### src/rtl/zed_pkg.sv
// Shared definitions for the pipelined Z comparator: zmode bit positions,
// the zmode type and a lane popcount helper sized for the widest phrase.
package zed_pkg;

   localparam int unsigned ZM_LT     = 0;
   localparam int unsigned ZM_EQ     = 1;
   localparam int unsigned ZM_GT     = 2;
   localparam int unsigned MAX_LANES = 8;

   typedef logic [2:0] zmode_t;

   // Number of set bits in a lane mask; narrower masks are zero-extended by the caller.
   function automatic logic [3:0] popcount(input logic [MAX_LANES-1:0] v);
      logic [3:0] n;
      n = '0;
      for (int i = 0; i < MAX_LANES; i++) begin
         n = n + {3'b000, v[i]};
      end
      return n;
   endfunction

endpackage

### src/rtl/zedcomp_lane.sv
// One Z lane: combinational less-than / equal flags, signed or unsigned.
// Greater-than is derived downstream from these two flags.
module zedcomp_lane #(
   parameter int unsigned ZW = 16
) (
   input  logic [ZW-1:0] src_i,
   input  logic [ZW-1:0] dst_i,
   input  logic          zsigned_i,
   output logic          lt_o,
   output logic          eq_o
);

   // Equality is sign-agnostic; only the ordering depends on zsigned_i.
   always_comb begin
      eq_o = (src_i == dst_i);
      if (zsigned_i) begin
         lt_o = ($signed(src_i) < $signed(dst_i));
      end else begin
         lt_o = (src_i < dst_i);
      end
   end

endmodule

### src/rtl/zedcomp_pipe.sv
// Two-stage pipelined Z comparator producing a per-lane write-inhibit mask.
// S1 registers lt/eq flags with the zmode and lane_en snapshot; S2 holds the
// mask and zall. Valid/ready backpressure has no skid buffer, so in_ready is
// combinational from out_ready. A saturating counter totals inhibited lanes.
module zedcomp_pipe
   import zed_pkg::*;
#(
   parameter int unsigned LANES = 4,
   parameter int unsigned ZW    = 16,
   parameter int unsigned CNTW  = 16
) (
   input  logic                sys_clk,
   input  logic                resetl,
   input  logic                in_valid,
   output logic                in_ready,
   input  logic [LANES*ZW-1:0] srcz,
   input  logic [LANES*ZW-1:0] dstz,
   input  logic [LANES-1:0]    lane_en,
   input  logic [2:0]          zmode,
   input  logic                zsigned,
   output logic                out_valid,
   input  logic                out_ready,
   output logic [LANES-1:0]    zinhibit,
   output logic                zall,
   output logic [CNTW-1:0]     zcnt,
   input  logic                cnt_clr
);

   // Sum is wide enough for counter max plus a full phrase of inhibits.
   localparam int unsigned    SUMW    = CNTW + 4;
   localparam logic [SUMW-1:0] CNT_MAX = {4'b0000, {CNTW{1'b1}}};

   logic [LANES-1:0] lane_lt;
   logic [LANES-1:0] lane_eq;

   logic             s1_valid_q, s1_valid_d;
   logic [LANES-1:0] s1_lt_q, s1_lt_d;
   logic [LANES-1:0] s1_eq_q, s1_eq_d;
   logic [LANES-1:0] s1_en_q, s1_en_d;
   zmode_t           s1_zmode_q, s1_zmode_d;

   logic             out_valid_q, out_valid_d;
   logic [LANES-1:0] zinhibit_q, zinhibit_d;
   logic             zall_q, zall_d;
   logic [CNTW-1:0]  zcnt_q, zcnt_d;

   logic             s1_adv;
   logic             s2_adv;
   logic [LANES-1:0] s1_inh;
   logic             s1_all;
   logic [MAX_LANES-1:0] inh_ext;
   logic [SUMW-1:0]  cnt_sum;

   // Per-lane comparators see only their own ZW-bit slice.
   for (genvar i = 0; i < LANES; i++) begin : g_lane
      zedcomp_lane #(
         .ZW(ZW)
      ) u_lane (
         .src_i    (srcz[i*ZW +: ZW]),
         .dst_i    (dstz[i*ZW +: ZW]),
         .zsigned_i(zsigned),
         .lt_o     (lane_lt[i]),
         .eq_o     (lane_eq[i])
      );
   end

   // Handshake: a stage advances when the stage after it can take its contents.
   always_comb begin
      s2_adv   = ~out_valid_q | out_ready;
      s1_adv   = ~s1_valid_q | s2_adv;
      in_ready = s1_adv;
   end

   // Map S1 flags through the captured zmode; disabled lanes never inhibit.
   always_comb begin
      s1_inh = '0;
      for (int i = 0; i < LANES; i++) begin
         s1_inh[i] = s1_en_q[i] &
                     ((s1_zmode_q[ZM_LT] & s1_lt_q[i]) |
                      (s1_zmode_q[ZM_EQ] & s1_eq_q[i]) |
                      (s1_zmode_q[ZM_GT] & ~s1_lt_q[i] & ~s1_eq_q[i]));
      end
      s1_all = (|s1_en_q) & (s1_inh == s1_en_q);
   end

   // Pipeline next state: stages load only when advancing, otherwise hold.
   always_comb begin
      s1_valid_d  = s1_valid_q;
      s1_lt_d     = s1_lt_q;
      s1_eq_d     = s1_eq_q;
      s1_en_d     = s1_en_q;
      s1_zmode_d  = s1_zmode_q;
      out_valid_d = out_valid_q;
      zinhibit_d  = zinhibit_q;
      zall_d      = zall_q;
      if (s1_adv) begin
         s1_valid_d = in_valid;
         if (in_valid) begin
            s1_lt_d    = lane_lt;
            s1_eq_d    = lane_eq;
            s1_en_d    = lane_en;
            s1_zmode_d = zmode;
         end
      end
      if (s2_adv) begin
         out_valid_d = s1_valid_q;
         if (s1_valid_q) begin
            zinhibit_d = s1_inh;
            zall_d     = s1_all;
         end
      end
   end

   // Statistics counter: add inhibited lanes per consumed result, clamp, clear wins.
   always_comb begin
      inh_ext              = '0;
      inh_ext[LANES-1:0]   = zinhibit_q;
      cnt_sum              = {4'b0000, zcnt_q} + SUMW'(popcount(inh_ext));
      zcnt_d               = zcnt_q;
      if (cnt_clr) begin
         zcnt_d = '0;
      end else if (out_valid_q && out_ready) begin
         zcnt_d = (cnt_sum > CNT_MAX) ? {CNTW{1'b1}} : cnt_sum[CNTW-1:0];
      end
   end

   // State registers; reset empties both stages and clears the counter at once.
   always_ff @(posedge sys_clk or negedge resetl) begin
      if (!resetl) begin
         s1_valid_q  <= 1'b0;
         s1_lt_q     <= '0;
         s1_eq_q     <= '0;
         s1_en_q     <= '0;
         s1_zmode_q  <= '0;
         out_valid_q <= 1'b0;
         zinhibit_q  <= '0;
         zall_q      <= 1'b0;
         zcnt_q      <= '0;
      end else begin
         s1_valid_q  <= s1_valid_d;
         s1_lt_q     <= s1_lt_d;
         s1_eq_q     <= s1_eq_d;
         s1_en_q     <= s1_en_d;
         s1_zmode_q  <= s1_zmode_d;
         out_valid_q <= out_valid_d;
         zinhibit_q  <= zinhibit_d;
         zall_q      <= zall_d;
         zcnt_q      <= zcnt_d;
      end
   end

   assign out_valid = out_valid_q;
   assign zinhibit  = zinhibit_q;
   assign zall      = zall_q;
   assign zcnt      = zcnt_q;

endmodule

### config.mk
export PLATFORM = sky130hd
export DESIGN_NAME = zedcomp_pipe
export DESIGN_NICKNAME = d
export VERILOG_FILES = /design/src/rtl/zed_pkg.sv /design/src/rtl/zedcomp_lane.sv /design/src/rtl/zedcomp_pipe.sv
export SDC_FILE = /design/constraint.sdc
export NUM_CORES = 1
export LEC_CHECK = 0
export BUFFER_PORTS_ARGS = -buffer_cell sky130_fd_sc_hd__buf_2
export CAP_MARGIN = 20
export CORE_MARGIN = 1
export CORE_UTILIZATION = 48
export CTS_BUF_LIST = sky130_fd_sc_hd__clkbuf_4
export CTS_CLUSTER_DIAMETER = 80
export DETAILED_ROUTE_END_ITERATION = 10
export HOLD_SLACK_MARGIN = 0.12
export PLACE_DENSITY = 0.79
export SLEW_MARGIN = 20
export SYNTH_ARGS = -nofsm -noshare
export SYNTH_HDL_FRONTEND = slang
export SYNTH_SLANG_ARGS = --single-unit
export TNS_END_PERCENT = 20
### constraint.sdc
create_clock -name sys_clk -period 8.42 [get_ports sys_clk]
set_input_delay 1.263 -clock sys_clk [delete_from_list [all_inputs] [get_ports sys_clk]]
set_output_delay 1.263 -clock sys_clk [all_outputs]
set_load 0.01 [all_outputs]
==> results.yml <==
global_routing:
  grt.total_usage_pct: 23.1
  grt_pass1_vias: 3542
  antenna_found_initial: 0
  grt_overflow: 0
  grt_pass1_wl_um: 14200
  grt_max_degree: 39
timing:
  fin_crit_ns: 3.08
  fin_skew_ns: 0.0127
  maxSlewHeadroom_pct: 45.2
  finalWorstSetupSlack_ns: 5.34
  hold_viol_final: 0
  post-route-period-util_pct: 36.6
  setup_violations: 0
  fmax_mhz: 325
  grt_setup_unrepaired: "false"
  setup_tns_ns: 0
  tightest_slew_ns: 0.822
  report.final.slew_viol_count: 0
critical_path:
  critPathSlowestCell: "fa_1"
  crit_path_frequent_cell: "fa_1"
  ff2ff_setup_slack_ns: 5.34
  reg2regPathDepth: 11
  cp_max_fo: 12
  crit_path_end_kind: "flop"
  crit_chain: "fa_1 -> inv_1 -> fa_1 -> inv_1 -> fa_1 -> nand4_1 -> nor4_4 -> nand2_2 -> a21oi_2 -> nor2_1 -> a311oi_1"
  required_ns: 8.67
  path_buf_inv: 2
  critPathTopFamily: "adder cells"
  cpPeakStageDelay_ns: 0.55
  critPathArrivalTime_ns: 3.33
  cp.depth: 11
  crit_type: "reg2reg"
  crit_path_start_kind: "flop"
clocking:
  post_cts_resized: 0
  hold_buffers: 0
  clk_pin_slew_ns: 0.11
  cts_root_buf: "clkbuf_4"
  clock_sinks: 38
  cts_setup_buffers: 0
  htreeDepth: 2
  cts_buffer_depth: 2
  insertion_delay_ns: 0.35
  cts_tree: "yes"
  cts_buffers: 5
yosys:
  yosysSeqAreaShare_pct: 26.8
  synthTopCellsByCount: "inv_1, ha_1, nand2_1"
  netlist_instances: 439
  post-synth-top-count-cell: "inv_1"
  synth-seq-cells: 38
  async_reset_ff_share_pct: 100
  synth_nets: 648
  synthFlopType: "dfrtp_1"
  synthTopCellsByArea: "dfrtp_1, ha_1, inv_1"
  synth_area_mm2: 0.00355
  synth_top_area_cell: "dfrtp_1"
  synth-edff-count: 0
  ys.warnings.count: 0
  synth_top_area_share_pct: 26.8
  synth.distinct_cells: 50
  avgSynthCellArea_um2: 8.08
detailed_routing:
  vias: 3680
  drtAntennaViolNets: 0
  wl_per_cell_um: 12.3
  first_pass_iters: 4
  wl_um: 8650
  drc: 0
  viasPerCell: 5.25
  drtIter0Drc: 107
hold_path:
  hp-class: "reg2reg"
  holdPathStages: 2
finish:
  fin_util_pct: 64.6
  drive_above_1_share_pct: 29.8
  layout.nets: 813
  fill_cells: 650
  finish.instance_area_mm2: 0.00451
  antenna_cells: 0
  areaGrowthSynthToFinish_pct: 27.2
floorplan:
  coreArea_mm2: 0.00698
  chipWidth_um: 88.0
  die_h_um: 88.0
  dieArea_mm2: 0.00774
  io_pins: 164
  initial_core_util_pct: 50.8
  num_rows: 30
run:
  drv_cap: 0
power:
  finalPower_mw: 0.473
  p_leak_nw: 2.58
  ir_drop_mv: 0.0479
  powerDensity_mw_per_mm2: 105
placed_design:
  dp_hpwl_um: 7400
  place_ws_ns: 5.37
  gp_congestion: 0.870
  dpl_cell_area_mm2: 0.00446
  port-buffer-count: 163
run_status:
  status: "finished clean"
[cells in the final DEF, fill, tap and decap left out, types with 4 or more instances in the layout]
cell      instances
buf_2           163
inv_1            72
ha_1             65
nand2_1          61
a21oi_1          38
dfrtp_1          38
nor2_1           18
o21ai_0          17
nor3_1           17
nand4_1          13
nand3_1           9
a211oi_1          6
nor2b_1           6
clkbuf_4          6
nand2b_1          5
nor3b_1           5
nor4_1            4
a21o_1            4
[kinds of logic after synthesis]
logic type	share of synthesized area (%)
compound gates	16.2
flops	26.8
buf+inv	8.47
fa+ha+maj	24.6
mux	0.282
simple gates	23.6
[path summary, 6_finish.rpt]
check	from	endpoint
max	zinhibit[0]	zcnt[11]
min	zall	zall
max reg2reg	zinhibit[0]	zcnt[11]
min reg2reg	zall	zall
max in group asynchronous	resetl	s1_eq_q[2]
min in group asynchronous	resetl	zcnt[8]
[metrics by stage]
stage	hold WS, ns	cells
after floorplan	0.456	439
after global placement	0.456	693
after detailed placement	0.470	693
after CTS	0.495	701
after global routing	0.525	701
final	0.487	701
[layer usage]
metal	vias up	routed length [µm]	GRT usage (%)
met1	1676	3560	25.4
li1	1874	-	-
met5	-	0	0
met4	0	80	6.41
met2	123	4450	44.1
met3	7	562	5.18
[flip-flops by register name (all words and copies together), names as in the netlist]
register and flops:
zcnt 16, s1_en_q 4, s1_eq_q 4, s1_lt_q 4, zinhibit 4, s1_zmode_q 3
out_valid 1, s1_valid_q 1, zall 1
[tightest hold or removal path: stages, from the launching register on]
cell	delay, ns
dfrtp_1	0.35
nand2_1	0.05
nand2_1	0.06
[final cells by class]
type                       instances  area (µm²)  share of cell area, %
multi-input combinational        323        2290                   50.9
sequential                        38         951                   21.1
timing repair buffer             163         816                   18.1
inverter                          73         274                   6.08
tap                               96         120                   2.66
clock buffer                       6        45.0                  0.999
clock inverter                     2        8.76                  0.194
[power by group]
part	switching [mW]	internal, mW	leakage, nW
sequential	0.0151	0.198	0.499
combinational	0.0868	0.0790	2.05
clock	0.0600	0.0346	0.0331
(Power assumes the default switching activity.)
